==> src/rtl/player_ctrl.sv <==
// player_ctrl: keyboard-driven tile movement for two players.
// Press events become per-player pending requests; a two-state FSM
// (IDLE -> EVAL) services one request every two cycles, round-robin
// between A and B, and commits or rejects the move against arena bounds,
// the walkAble bitmap and the other player's tile.
// Optional feature: define KEY_AUTOREPEAT_EN to generate repeat requests
// while a direction key stays held.
module player_ctrl #(
  parameter int HMAXTILE = 9,
  parameter int VMAXTILE = 5,
  parameter int COOLDOWN = 5_000_000,
  parameter int REPEAT   = 20_000_000
) (
  input  logic                                 clk,
  input  logic                                 rst,
  input  logic [511:0]                         key_down,
  input  logic [8:0]                           last_change,
  input  logic                                 been_ready,
  input  logic [(HMAXTILE+1)*(VMAXTILE+1):0]   walkAble,
  output logic [3:0]                           curAh,
  output logic [3:0]                           curAv,
  output logic [3:0]                           curBh,
  output logic [3:0]                           curBv,
  output logic                                 movedA,
  output logic                                 movedB,
  output logic                                 bumpA,
  output logic                                 bumpB
);
  localparam int WW = (HMAXTILE+1)*(VMAXTILE+1)+1;
  localparam int IW = $clog2(WW);
  localparam logic [1:0] DirUp = 2'd0, DirDn = 2'd1, DirLf = 2'd2, DirRt = 2'd3;

  typedef enum logic {IDLE, EVAL} state_t;
  state_t state, stateNext;

  // index 0 = player A, 1 = player B
  logic [1:0]        pend;
  logic [1:0][1:0]   dir;
  logic [1:0][22:0]  cd;
  logic              prio;
  logic              selP;
  logic [3:0]        tgtH, tgtV;
  logic              tgtOor;

  logic [1:0]        keyHit, reqHit, elig, commit;
  logic [1:0][1:0]   keyDir, reqDir;
  logic              start, selNext, bumpNow, nxtOor;
  logic [3:0]        nxtH, nxtV;
  logic [4:0]        th, tv;
  logic [IW-1:0]     idx;

  // Decode a fresh press of a mapped key into player + direction
  always_comb begin
    keyHit = '0;
    keyDir = '0;
    if (been_ready && key_down[last_change]) begin
      case (last_change)
        9'h01D: begin keyHit[0] = 1'b1; keyDir[0] = DirUp; end
        9'h01B: begin keyHit[0] = 1'b1; keyDir[0] = DirDn; end
        9'h01C: begin keyHit[0] = 1'b1; keyDir[0] = DirLf; end
        9'h023: begin keyHit[0] = 1'b1; keyDir[0] = DirRt; end
        9'h175: begin keyHit[1] = 1'b1; keyDir[1] = DirUp; end
        9'h172: begin keyHit[1] = 1'b1; keyDir[1] = DirDn; end
        9'h16B: begin keyHit[1] = 1'b1; keyDir[1] = DirLf; end
        9'h174: begin keyHit[1] = 1'b1; keyDir[1] = DirRt; end
        default: ;
      endcase
    end
  end

`ifdef KEY_AUTOREPEAT_EN
  localparam int RW = $clog2(REPEAT+1);
  logic [1:0]         held, rptFire;
  logic [1:0][1:0]    heldDir;
  logic [1:0][RW-1:0] rptCnt;

  // Held-key direction per player; later tests win, giving up > down > left > right
  always_comb begin
    held    = '0;
    heldDir = '0;
    if (key_down[9'h023]) begin held[0] = 1'b1; heldDir[0] = DirRt; end
    if (key_down[9'h01C]) begin held[0] = 1'b1; heldDir[0] = DirLf; end
    if (key_down[9'h01B]) begin held[0] = 1'b1; heldDir[0] = DirDn; end
    if (key_down[9'h01D]) begin held[0] = 1'b1; heldDir[0] = DirUp; end
    if (key_down[9'h174]) begin held[1] = 1'b1; heldDir[1] = DirRt; end
    if (key_down[9'h16B]) begin held[1] = 1'b1; heldDir[1] = DirLf; end
    if (key_down[9'h172]) begin held[1] = 1'b1; heldDir[1] = DirDn; end
    if (key_down[9'h175]) begin held[1] = 1'b1; heldDir[1] = DirUp; end
    for (int p = 0; p < 2; p++) begin
      rptFire[p] = held[p] && !pend[p] && (rptCnt[p] == RW'(REPEAT-1));
      reqHit[p]  = keyHit[p] | rptFire[p];
      reqDir[p]  = keyHit[p] ? keyDir[p] : heldDir[p];
    end
  end

  // Repeat interval restarts on every press, commit, release or pending request
  always_ff @(posedge clk) begin
    for (int p = 0; p < 2; p++) begin
      if (rst || keyHit[p] || commit[p] || !held[p] || pend[p] || rptFire[p])
        rptCnt[p] <= '0;
      else
        rptCnt[p] <= rptCnt[p] + 1'b1;
    end
  end
`else
  // Only fresh press events generate requests
  always_comb begin
    reqHit = keyHit;
    reqDir = keyDir;
  end
`endif

  // FSM state register
  always_ff @(posedge clk) begin
    if (rst) state <= IDLE;
    else     state <= stateNext;
  end

  // Next state, arbitration and move evaluation
  always_comb begin
    stateNext = state;
    start     = 1'b0;
    selNext   = 1'b0;
    bumpNow   = 1'b0;
    commit    = '0;
    idx       = IW'(tgtV * (HMAXTILE+1)) + IW'(tgtH);
    for (int p = 0; p < 2; p++) elig[p] = pend[p] && (cd[p] == '0);
    case (state)
      IDLE: if (|elig) begin
        start     = 1'b1;
        stateNext = EVAL;
        selNext   = (&elig) ? prio : elig[1];
      end
      EVAL: begin
        stateNext = IDLE;
        bumpNow   = tgtOor || !walkAble[idx] ||
                    (selP ? (tgtH == curAh && tgtV == curAv)
                          : (tgtH == curBh && tgtV == curBv));
        commit[selP] = !bumpNow;
      end
      default: stateNext = IDLE;
    endcase
  end

  // Target tile for the player about to be selected, in 5-bit signed space
  always_comb begin
    th = {1'b0, selNext ? curBh : curAh};
    tv = {1'b0, selNext ? curBv : curAv};
    case (dir[selNext])
      DirUp:   tv = tv - 5'd1;
      DirDn:   tv = tv + 5'd1;
      DirLf:   th = th - 5'd1;
      default: th = th + 5'd1;
    endcase
    nxtOor = th[4] || tv[4] || (th > 5'(HMAXTILE)) || (tv > 5'(VMAXTILE));
    // out-of-range targets keep the current tile so the bitmap index stays valid
    nxtH = nxtOor ? (selNext ? curBh : curAh) : th[3:0];
    nxtV = nxtOor ? (selNext ? curBv : curAv) : tv[3:0];
  end

  // Positions, pulses, pending requests, cooldowns and arbitration pointer
  always_ff @(posedge clk) begin
    if (rst) begin
      curAh <= '0; curAv <= '0;
      curBh <= 4'(HMAXTILE); curBv <= 4'(VMAXTILE);
      movedA <= 1'b0; movedB <= 1'b0; bumpA <= 1'b0; bumpB <= 1'b0;
      pend <= '0; dir <= '0; cd <= '0; prio <= 1'b0;
      selP <= 1'b0; tgtH <= '0; tgtV <= '0; tgtOor <= 1'b0;
    end else begin
      movedA <= commit[0];
      movedB <= commit[1];
      bumpA  <= bumpNow && !selP;
      bumpB  <= bumpNow && selP;
      if (commit[0]) begin curAh <= tgtH; curAv <= tgtV; end
      if (commit[1]) begin curBh <= tgtH; curBv <= tgtV; end
      if (start) begin
        selP   <= selNext;
        tgtH   <= nxtH;
        tgtV   <= nxtV;
        tgtOor <= nxtOor;
        prio   <= !selNext;
      end
      for (int p = 0; p < 2; p++) begin
        if (commit[p])       cd[p] <= 23'(COOLDOWN);
        else if (cd[p] != 0) cd[p] <= cd[p] - 1'b1;
        // the request is consumed when latched, so a press landing in the
        // latch or EVAL cycle becomes a new pending request
        if (reqHit[p]) begin
          pend[p] <= 1'b1;
          dir[p]  <= reqDir[p];
        end else if (start && selNext == 1'(p)) begin
          pend[p] <= 1'b0;
        end
      end
    end
  end
endmodule

==> config.mk <==
export PLATFORM = sky130hd
export DESIGN_NAME = player_ctrl
export DESIGN_NICKNAME = d
export VERILOG_FILES = /design/src/rtl/player_ctrl.sv
export SDC_FILE = /design/constraint.sdc
export NUM_CORES = 1
export LEC_CHECK = 0
export ABC_AREA = 1
export ABC_CLOCK_PERIOD_IN_PS = 3500
export CORE_AREA = 8 8 227 229
export CTS_BUF_LIST = sky130_fd_sc_hd__clkbuf_4
export CTS_CLUSTER_SIZE = 12
export DETAILED_ROUTE_END_ITERATION = 8
export DIE_AREA = 0 0 235 237
export GPL_TIMING_DRIVEN = 0
export PLACE_DENSITY = 0.55
export SYNTH_ARGS = -nofsm -noshare
export SYNTH_HDL_FRONTEND = slang
export SYNTH_SLANG_ARGS = --single-unit
==> constraint.sdc <==
create_clock -name clk -period 3.5 [get_ports clk]
set_input_delay 0.7 -clock clk [delete_from_list [all_inputs] [get_ports clk]]
set_output_delay 0.7 -clock clk [all_outputs]
set_load 0.02 [all_outputs]
==> summary.txt, run 1 <==
Ratio of cells with drive above 1 in the final layout: 12.71%
Rows: 81
DPL Wire Length: 61,360 µm
Gr ovfl total: 0
CP Capture Type: register
Register area share after synthesis: 18.88%
Die W: 235 µm
Final ANT Viol Nets: 0
Filler Cell Count: 5,141
Root buf cell: clkbuf_4
CP startpoint kind: primary input
Die Span Y: 237 µm
Routed WL: 73,110 µm
CP Launch Point: last_change[2]
FF/Latch Area: 1695 µm²
Internal: 2.801 mW
Final Power: 4.989 mW
Most used routing layer: met2
Syn nets: 1,994
Mean Syn Cell Area: 6.398 µm²
Core Area: 48,140 µm²
Met3 Use GR: 7.684%
GR Util met1: 28.47%
Tightest Hold Check Type: register to register
Tcrit/Tclk final: 97.38%
GPL Wtd Cong: 0.9862
Number of top-level pins: 605
Met2 Use GR: 42.05%
Final Hold Fails: 0
Vias in the first global route: 13,970
Critical Path Fanout Max: 9
CTS tree: done
Slew margin rel.: 23.27%
Post-Synthesis Cells: 1,392
Leak pwr: 6.443 nW
Power per Cell Area: 299.4 nW/µm²
Clock slew at reported path FFs: 0.11 ns
Initial antenna violation count: 31
Via-per-instance ratio: 5.193
Tmin final: 3.408 ns
FF+latch count, synth: 84
Synth area leader: a22oi_1
Sw Share: 43.87%
Max Root-Sink Buffers: 2
Crit path DAT: 3.80 ns
CP Data Required Time: 3.89 ns
Routed wire per std cell: 27.44 µm
Clock skew: 0.01628 ns
Initial core utilization: 18.50%
Post-synth cell types: 53
Synth area leaders: a22oi_1 22%, dfxtp_1 19%, nand2_1 11%
Multi-input gate area: 6874 µm²
Ys async rst share: 0%
Post-synth top cells: 259 x nand2_1, 257 x a22oi_1, 166 x a21oi_1, 101 x inv_1, 96 x nor2_1
Clock share of power: 9.6%
Combinational group share of total power: 63.6%
Status: finished, final reports clean
Largest net degree at the start of global routing: 14
Sequential power share: 26.8%
H-tree levels: 3
Via count: 13,840
DR DRC count: 0
Setup TNS: 0 ns
PortBufs: 602
Most common cell in the netlist: nand2_1
RSZ-0062 raised after global routing: true
Worst skew pair latency: 0.47 ns
Final setup fails: 0
Main synth FF type: dfxtp_1
Slew Limit Fails: 0
Total Nets Final: 2,627
Post-Syn Area: 8906 µm²
Top-area cell type share of the netlist area: 21.66%
DRT Pass-1 Iters: 6
EDFF count, synth: 0
Synth Warn #: 0
Worst-margin pin slew: 1.147 ns
Initial DRC count: 1,004
Post-layout util: 34.62%
First-pass GRT wire length: 100,300 µm
DIE AREA: 55,700 µm²
Area Overhead vs Synth: 87.13%
Critical hold path startpoint: dir[2]
Kind of critical path: primary input to register
Sinks on Clock Net: 84
Gr usage total: 24.60%
Max VDD drop: 0.1945 mV
Reg2Reg Launch Point: cd[1]
Max-cap violation count: 0
Net Switching: 2.188 mW
Clock buffer count from CTS: 9
Max Freq: 0.2934 GHz
-- metal layers --
layer / routed length, µm / vias to the layer above
met3: 6865 / 118
met4: 2495 / 6
met2: 34630 / 799
met5: 43 / -
met1: 29070 / 6551
li1: - / 6361
-- kinds of logic after synthesis --
logic type      count (synthesis)  share of synthesized area, %
buf+inv                       195                         8.991
simple gates                  538                         27.31
flops                          84                         18.88
fa+ha+maj                      17                         2.557
xor+xnor                       41                         4.032
compound gates                517                         38.23
-- state kept, by name, summed over array words and instances, names as in the netlist --
register / cells
bumpA: 1
bumpB: 1
cd: 46
curAh: 4
curAv: 4
curBh: 4
curBv: 4
dir: 4
movedA: 1
movedB: 1
pend: 2
prio: 1
selP: 1
state: 1
tgtH: 4
tgtOor: 1
tgtV: 4
-- layout make-up --
class / instances / area share [%]
diodes: 12 / 0.1802
plain buffers: 87 / 3.611
clock buffers: 9 / 0.4054
clock inverters: 7 / 0.2027
inverters: 107 / 2.492
multi-input cells: 1115 / 41.25
flip-flops and latches: 84 / 10.17
well taps: 622 / 4.670
repair buffers: 621 / 37.02
-- through the flow --
| step | std cells | worst slack [ns] | hold WS [ns] | area, µm² |
|---|---|---|---|---|
| after floorplan | 1392 | 0.2471 | 0.4391 | 8906 |
| after CTS | 2638 | 0.006076 | 0.4724 | 16230 |
| final | 2664 | 0.09182 | 0.4733 | 16670 |
| after detailed placement | 2616 | -1.636 | 0.4559 | 15710 |
| after global routing | 2663 | -0.05330 | 0.4765 | 16660 |
| after global placement | 2616 | -1.597 | 0.4533 | 15710 |
-- power groups by stage --
| stage | Sequential (mW) | Clock [mW] | Combinational (mW) |
|---|---|---|---|
| 3_3_place_gp | 1.31 | 0 | 2.76 |
| 5_1_grt | 1.36 | 0.539 | 3.45 |
| 6_report | 1.34 | 0.478 | 3.17 |
| 2_1_floorplan | 1.28 | 0 | 1.58 |
| 4_1_cts | 1.30 | 0.495 | 2.87 |
| 3_5_place_dp | 1.32 | 0 | 2.79 |
-- critical path, cell delays in order --
cell	delay [ns]
clkdlybuf4s50_1	0.58
inv_1	0.10
nand2_2	0.31
inv_1	0.34
nand2_1	0.17
nand2_1	0.18
o31a_1	0.36
nor2_1	0.17
o211ai_1	0.12
nand2_1	0.10
nand2_1	0.06
nor2_1	0.08
nand2_1	0.14
nand3_1	0.18
nand2_1	0.08
a21oi_1	0.12
-- final timing paths --
check | end | slack (ns) | cells after the start
worst max-delay path | dir[0] | 0.09 | 16
worst min-delay path | dir[2] | 0.47 | 2
worst max register to register | tgtH[0] | 0.16 | 27
worst min register to register | dir[2] | 0.47 | 2
-- cell usage in the layout, fill, tap and decap left out, types with 9 or more instances in the layout --
cell type / count
dfxtp_1: 75
clkbuf_4: 22
nor2_1: 79
xor2_1: 20
nand2_4: 10
a21oi_1: 161
o22ai_1: 11
clkdlybuf4s50_1: 600
o21ai_0: 28
inv_1: 91
buf_6: 9
diode_2: 12
a22oi_1: 253
nor4_1: 13
or2_2: 14
buf_2: 13
ha_1: 11
nor2_4: 18
nand4_1: 25
nand2_1: 240
nand2_2: 18
clkbuf_2: 17
xnor2_1: 21
nand3_1: 62
inv_2: 10
nor3_1: 18
buf_4: 44
nor2_2: 17
-- what timing repair did --
action	4_1_cts	5_1_grt
endpoints found under the setup margin	60	52
pin swaps	11	35
hold buffers	0	0
cloned	2	0
setup buffers	4	15
gates resized for setup	165	100
Note: power is estimated with default switching activity, not from simulation.
==> run 2, diff against run 1 <==
- PLACE_DENSITY: 0.55 -> 0.56
==> summary.txt, run 2 (synthesized netlist as in run 1, its figures left out) <==
Root buf cell: clkbuf_4 (unchanged)
Post-Layout Cell Count: 2,671 (was 2,664)
Hold slack final: 0.4748 ns (was 0.4733 ns)
Sequential power share: 26.9% (was 26.8%)
CP startpoint kind: primary input (unchanged)
Final setup fails: 0 (unchanged)
Status: finished, final reports clean (unchanged)
Post-CTS Hold Buffers: 0 (unchanged)
Net Switching: 2.174 mW (was 2.188 mW)
PortBufs: 602 (unchanged)
Total Nets Final: 2,633 (was 2,627)
Kind of critical path: primary input to register (unchanged)
Routed wire per std cell: 27.71 µm (was 27.44 µm)
Die Span Y: 237 µm (unchanged)
GPL Wtd Cong: 0.9223 (was 0.9862)
CP Capture Type: register (unchanged)
Sw Share: 43.75% (was 43.87%)
Initial antenna violation count: 26 (was 31)
Clock buffer count from CTS: 9 (unchanged)
Sinks on Clock Net: 84 (unchanged)
First-pass GRT wire length: 101,300 µm (was 100,300 µm)
Slew margin rel.: 32.56% (was 23.27%)
Gr usage total: 24.80% (was 24.60%)
Clock share of power: 9.8% (was 9.6%)
Commonest cells after routing, fill and taps aside: 600 x clkdlybuf4s50_1, 255 x a22oi_1, 242 x nand2_1, 157 x a21oi_1, 91 x inv_1 (was 600 x clkdlybuf4s50_1, 253 x a22oi_1, 240 x nand2_1, 161 x a21oi_1, 91 x inv_1)
CP Data Required Time: 3.89 ns (about the same)
Worst-margin pin slew: 1.008 ns (was 1.147 ns)
Critical Path Fanout Max: 10 (was 9)
Via count: 13,880 (was 13,840)
Rows: 81 (unchanged)
Max Root-Sink Buffers: 2 (unchanged)
RSZ-0062 raised after global routing: true (unchanged)
Placed inst area: 15,710 µm² (unchanged)
Crit path DAT: 3.80 ns (about the same)
Clock skew: 0.02683 ns (was 0.01628 ns)
Combinational group share of total power: 63.3% (was 63.6%)
Number of top-level pins: 605 (unchanged)
Max VDD drop: 0.2172 mV (was 0.1945 mV)
Clock slew at reported path FFs: 0.14 ns (was 0.11 ns)
Core Area: 48,140 µm² (unchanged)
Final Hold Fails: 0 (unchanged)
Initial DRC count: 1,201 (was 1,004)
Routed WL: 74,020 µm (was 73,110 µm)
Final worst slack: 0.09285 ns (was 0.09182 ns)
Final Power: 4.969 mW (was 4.989 mW)
Dpl ws: -1.650 ns (was -1.636 ns)
Max Freq: 0.2935 GHz (was 0.2934 GHz)
DRT Pass-1 Iters: 8 (was 6)
Area Overhead vs Synth: 87.97% (was 87.13%)
Setup TNS: 0 ns (unchanged)
Placed cells: 2,616 (unchanged)
Initial core utilization: 18.50% (unchanged)
Tightest Hold Check Type: register to register (unchanged)
Slew Limit Fails: 0 (unchanged)
DIE AREA: 55,700 µm² (unchanged)
Most common cell after layout, fill and taps aside: clkdlybuf4s50_1 (unchanged)
Design area: 16,740 µm² (was 16,670 µm²)
DR DRC count: 0 (unchanged)
H-tree levels: 3 (unchanged)
Vias in the first global route: 14,140 (was 13,970)
Via-per-instance ratio: 5.195 (was 5.193)
Largest register FFs: 46 (unchanged)
Max-cap violation count: 0 (unchanged)
Die W: 235 µm (unchanged)
Largest net degree at the start of global routing: 13 (was 14)
CTS tree: done (unchanged)
Worst skew pair latency: 0.48 ns (was 0.47 ns)
Final ANT Viol Nets: 0 (unchanged)
Register with the most flip-flops: cd (unchanged)
Ratio of cells with drive above 1 in the final layout: 13.12% (was 12.71%)
Gr ovfl total: 0 (unchanged)
DPL Wire Length: 62,280 µm (was 61,360 µm)
Tcrit/Tclk final: 97.35% (was 97.38%)
Power per Cell Area: 296.8 nW/µm² (was 299.4 nW/µm²)
Internal: 2.795 mW (was 2.801 mW)
Post-layout util: 34.78% (was 34.62%)
Leak pwr: 6.469 nW (was 6.443 nW)
Tmin final: 3.407 ns (was 3.408 ns)
## run 2: cell types whose count changed in the layout (fill, tap and decap cells not counted), moves of 3 or more
cell | previous run | this run
dfxtp_1 | 75 | 71
buf_4 | 44 | 49
dfxtp_2 | 8 | 12
clkinv_2 | 7 | 4
nand3_1 | 62 | 58
a21oi_1 | 161 | 157
buf_6 | 9 | 13
nor2_2 | 17 | 12
nand3_2 | 7 | 11
clkbuf_2 | 17 | 14
a21oi_2 | 7 | 11
## run 2: power groups by stage
stage          Clock, mW  Combinational (mW)  Sequential, mW
2_1_floorplan          0                1.58            1.28
3_5_place_dp           0                2.78            1.32
6_report           0.486                3.14            1.34
3_3_place_gp           0                2.76            1.32
5_1_grt            0.542                3.41            1.37
4_1_cts            0.505                2.87            1.30
## run 2: critical path, stage by stage
cell and delay (ns):
clkdlybuf4s50_1 0.57, inv_1 0.10, nand2_2 0.30, buf_2 0.43, a21oi_1 0.10, nor3_2 0.36
nor2_1 0.16, nor2_1 0.13, o211ai_1 0.15, nand2_1 0.09, nand2_1 0.05, nor2_1 0.08
nand2_1 0.15, nand3_1 0.21, nand2_1 0.08, a21oi_1 0.12
## run 2: final timing paths
kind,end,from,slack [ns],cells after the start
worst max-delay path,dir[1],last_change[2],0.09,16
worst min-delay path,prio,prio,0.47,2
worst max register to register,tgtV[2],cd[24],0.13,24
worst min register to register,prio,prio,0.47,2
## run 2: routing by layer
metal | routed length [µm] | part of all wire (%) | track usage, %
met5 | 27 | 0.036 | 0
met4 | 2190 | 3.0 | 7.943
met3 | 6543 | 8.8 | 6.475
met2 | 35580 | 48 | 43.38
met1 | 29680 | 40 | 29.28
## run 2: final cells by class
| cell class | count | area [µm²] |
|---|---|---|
| fill | 5268 | 31400 |
| multi-input combinational | 1114 | 6865 |
| timing repair buffer | 627 | 6220 |
| sequential | 84 | 1700 |
| tap | 622 | 778.2 |
| buffer | 88 | 633.1 |
| inverter | 107 | 409.1 |
| clock buffer | 11 | 82.58 |
| antenna | 14 | 35.03 |
| clock inverter | 4 | 17.52 |
## run 2: what timing repair did
item,CTS,global route
pin swaps,9,27
setup buffers,9,15
resized for setup,168,107
setup endpoints to repair,62,53
gates cloned,1,1
==> run 3, diff against run 2 <==
- GPL_TIMING_DRIVEN: 0 -> unset
==> summary.txt, run 3 (synthesized netlist as in run 1, its figures left out) <==
Status: finished, final reports clean (unchanged)
CP Data Required Time: 3.89 ns (about the same)
Final setup fails: 0 (unchanged)
Crit path DAT: 3.81 ns (was 3.80 ns)
Max Freq: 0.2923 GHz (was 0.2935 GHz)
Routed wire per std cell: 22.76 µm (was 27.71 µm)
Most common cell after layout, fill and taps aside: clkdlybuf4s50_1 (unchanged)
H-tree levels: 3 (unchanged)
Setup TNS: 0 ns (unchanged)
Power per Cell Area: 307.7 nW/µm² (was 296.8 nW/µm²)
Slew margin rel.: 45.74% (was 32.56%)
RSZ-0062 raised after global routing: true (unchanged)
Gr usage total: 21.05% (was 24.80%)
GPL Wtd Cong: 0.9222 (was 0.9223)
PortBufs: 604 (was 602)
Clock buffer count from CTS: 9 (unchanged)
Reg2Reg Launch Point: cd[0] (was cd[24])
First-pass GRT wire length: 90,600 µm (was 101,300 µm)
Sinks on Clock Net: 84 (unchanged)
Critical Path Max Stage Delay: 0.36 ns (was 0.57 ns)
Area Overhead vs Synth: 97.67% (was 87.97%)
DIE AREA: 55,700 µm² (unchanged)
Routed WL: 62,530 µm (was 74,020 µm)
Kind of critical path: register to register (was primary input to register)
Gr ovfl total: 0 (unchanged)
CTS tree: done (unchanged)
Dpl ws: -0.4031 ns (was -1.650 ns)
Worst-margin pin slew: 0.8139 ns (was 1.008 ns)
Post-layout util: 36.57% (was 34.78%)
DPL Wire Length: 53,720 µm (was 62,280 µm)
Max-cap violation count: 0 (unchanged)
Tmin final: 3.421 ns (was 3.407 ns)
DR DRC count: 0 (unchanged)
Cell family with most CP delay: simple AND/OR/NAND/NOR gates (unchanged)
Hold slack final: 0.4789 ns (was 0.4748 ns)
Buf+Inv Stages, Crit Path: 3 (unchanged)
Final worst slack: 0.07878 ns (was 0.09285 ns)
Register with the most flip-flops: cd (unchanged)
Initial core utilization: 18.50% (unchanged)
Slew Limit Fails: 0 (unchanged)
Final ANT Viol Nets: 0 (unchanged)
Initial antenna violation count: 9 (was 26)
DRT Pass-1 Iters: 5 (was 8)
Max Root-Sink Buffers: 2 (unchanged)
Die W: 235 µm (unchanged)
CP Launch Point: cd[0] (was last_change[2])
Critical Path Fanout Max: 8 (was 10)
Clock slew at reported path FFs: 0.14 ns (about the same)
Total Nets Final: 2,717 (was 2,633)
Tightest Hold Check Type: register to register (unchanged)
Leak pwr: 6.951 nW (was 6.469 nW)
Ratio of cells with drive above 1 in the final layout: 16.04% (was 13.12%)
Vias in the first global route: 14,200 (was 14,140)
Most used cell, CP: nor2_4 (was nand2_1)
Largest net degree at the start of global routing: 41 (was 13)
Core Area: 48,140 µm² (unchanged)
Via count: 13,590 (was 13,880)
Max VDD drop: 0.2259 mV (was 0.2172 mV)
Post-CTS Hold Buffers: 0 (unchanged)
CP max-delay cell: fa_2 (was clkdlybuf4s50_1)
Critical hold path startpoint: dir[0] (was prio)
CP Capture Type: register (unchanged)
Largest register FFs: 46 (unchanged)
Number of top-level pins: 605 (unchanged)
Clock skew: 0.02246 ns (was 0.02683 ns)
Rows: 81 (unchanged)
Die Span Y: 237 µm (unchanged)
Initial DRC count: 1,028 (was 1,201)
Final Hold Fails: 0 (unchanged)
Worst skew pair latency: 0.47 ns (was 0.48 ns)
CP startpoint kind: register (was primary input)
Tcrit/Tclk final: 97.75% (was 97.35%)
Via-per-instance ratio: 4.947 (was 5.195)
Commonest cells after routing, fill and taps aside: 603 x clkdlybuf4s50_1, 256 x a22oi_1, 243 x nand2_1, 170 x buf_4, 161 x a21oi_1 (was 600 x clkdlybuf4s50_1, 255 x a22oi_1, 242 x nand2_1, 157 x a21oi_1, 91 x inv_1)
Root buf cell: clkbuf_4 (unchanged)
==> run 3: cell count changes in the layout (fill, tap and decap cells not counted), moves of 5 or more <==
cell / delta
buf_12: +19
buf_2: -15
buf_4: +121
buf_6: -6
clkbuf_1: -7
clkbuf_2: -14
clkbuf_4: -13
dfxtp_1: +5
diode_2: -9
==> run 3: what timing repair did <==
item | in CTS | in global routing
buffers inserted | 5 | 10
setup endpoints to repair | 9 | 14
resized for setup | 12 | 94
pin swaps | 5 | 41
cloned | 0 | 0
==> run 3: worst register-to-register path, cell delays in order (launching register included) <==
cell and delay, ns:
dfxtp_2 0.35, inv_2 0.07, ha_4 0.14, inv_2 0.04, nor2_4 0.13, nand3_2 0.09
nor2_4 0.17, nand4_4 0.13, nand2_4 0.14, buf_12 0.12, nand2_4 0.05, nand2_4 0.07
nor2_4 0.05, fa_2 0.36, xnor2_1 0.13, or2_1 0.21, o21a_1 0.12, nand2_1 0.07
nand2_1 0.06, nor2_1 0.09, nand2_1 0.09, nor2_4 0.21, nand2_8 0.11, nand2_2 0.07
nand3_2 0.08, a21oi_2 0.18
==> run 3: power by group <==
part,leakage [nW],internal (mW),switching (mW)
sequential,0.686,1.15,0.148
combinational,6.19,1.87,1.69
clock,0.0775,0.215,0.353
total,6.95,3.23,2.19
==> run 3: per-stage QoR <==
stage	total power [mW]	std cells	cell area, µm²
3_5_place_dp	4.593	2713	16940
3_3_place_gp	4.533	2713	16940
4_1_cts	5.208	2734	17190
6_report	5.417	2747	17600
2_1_floorplan	2.862	1392	8906
5_1_grt	5.828	2744	17600
==> run 3: path summary, 6_finish.rpt <==
check                           depth (start not counted)      end  slack, ns
worst max-delay path                                   25  tgtH[2]       0.08
worst min-delay path                                    2   dir[0]       0.48
worst max register to register                         25  tgtH[2]       0.08
worst min register to register                          2   dir[0]       0.48
==> run 3: layer usage <==
| metal | global-route usage, % | vias up | wire length (µm) | part of all wire [%] |
|---|---|---|---|---|
| met2 | 38.03 | 631 | 30990 | 50 |
| met4 | 5.384 | 2 | 1452 | 2.3 |
| met5 | 0 | - | 13 | 0.021 |
| met1 | 25.05 | 6360 | 25410 | 41 |
| met3 | 4.394 | 72 | 4665 | 7.5 |
| li1 | - | 6524 | - | - |
==> run 3: cell type report <==
class | instances | area (µm²)
diodes | 5 | 12.51
multi-input cells | 1113 | 6795
flip-flops and latches | 84 | 1692
inverters | 107 | 409.1
fillers | 5054 | 30540
well taps | 622 | 778.2
repair buffers | 800 | 7784
clock buffers | 9 | 67.56
clock inverters | 7 | 66.31
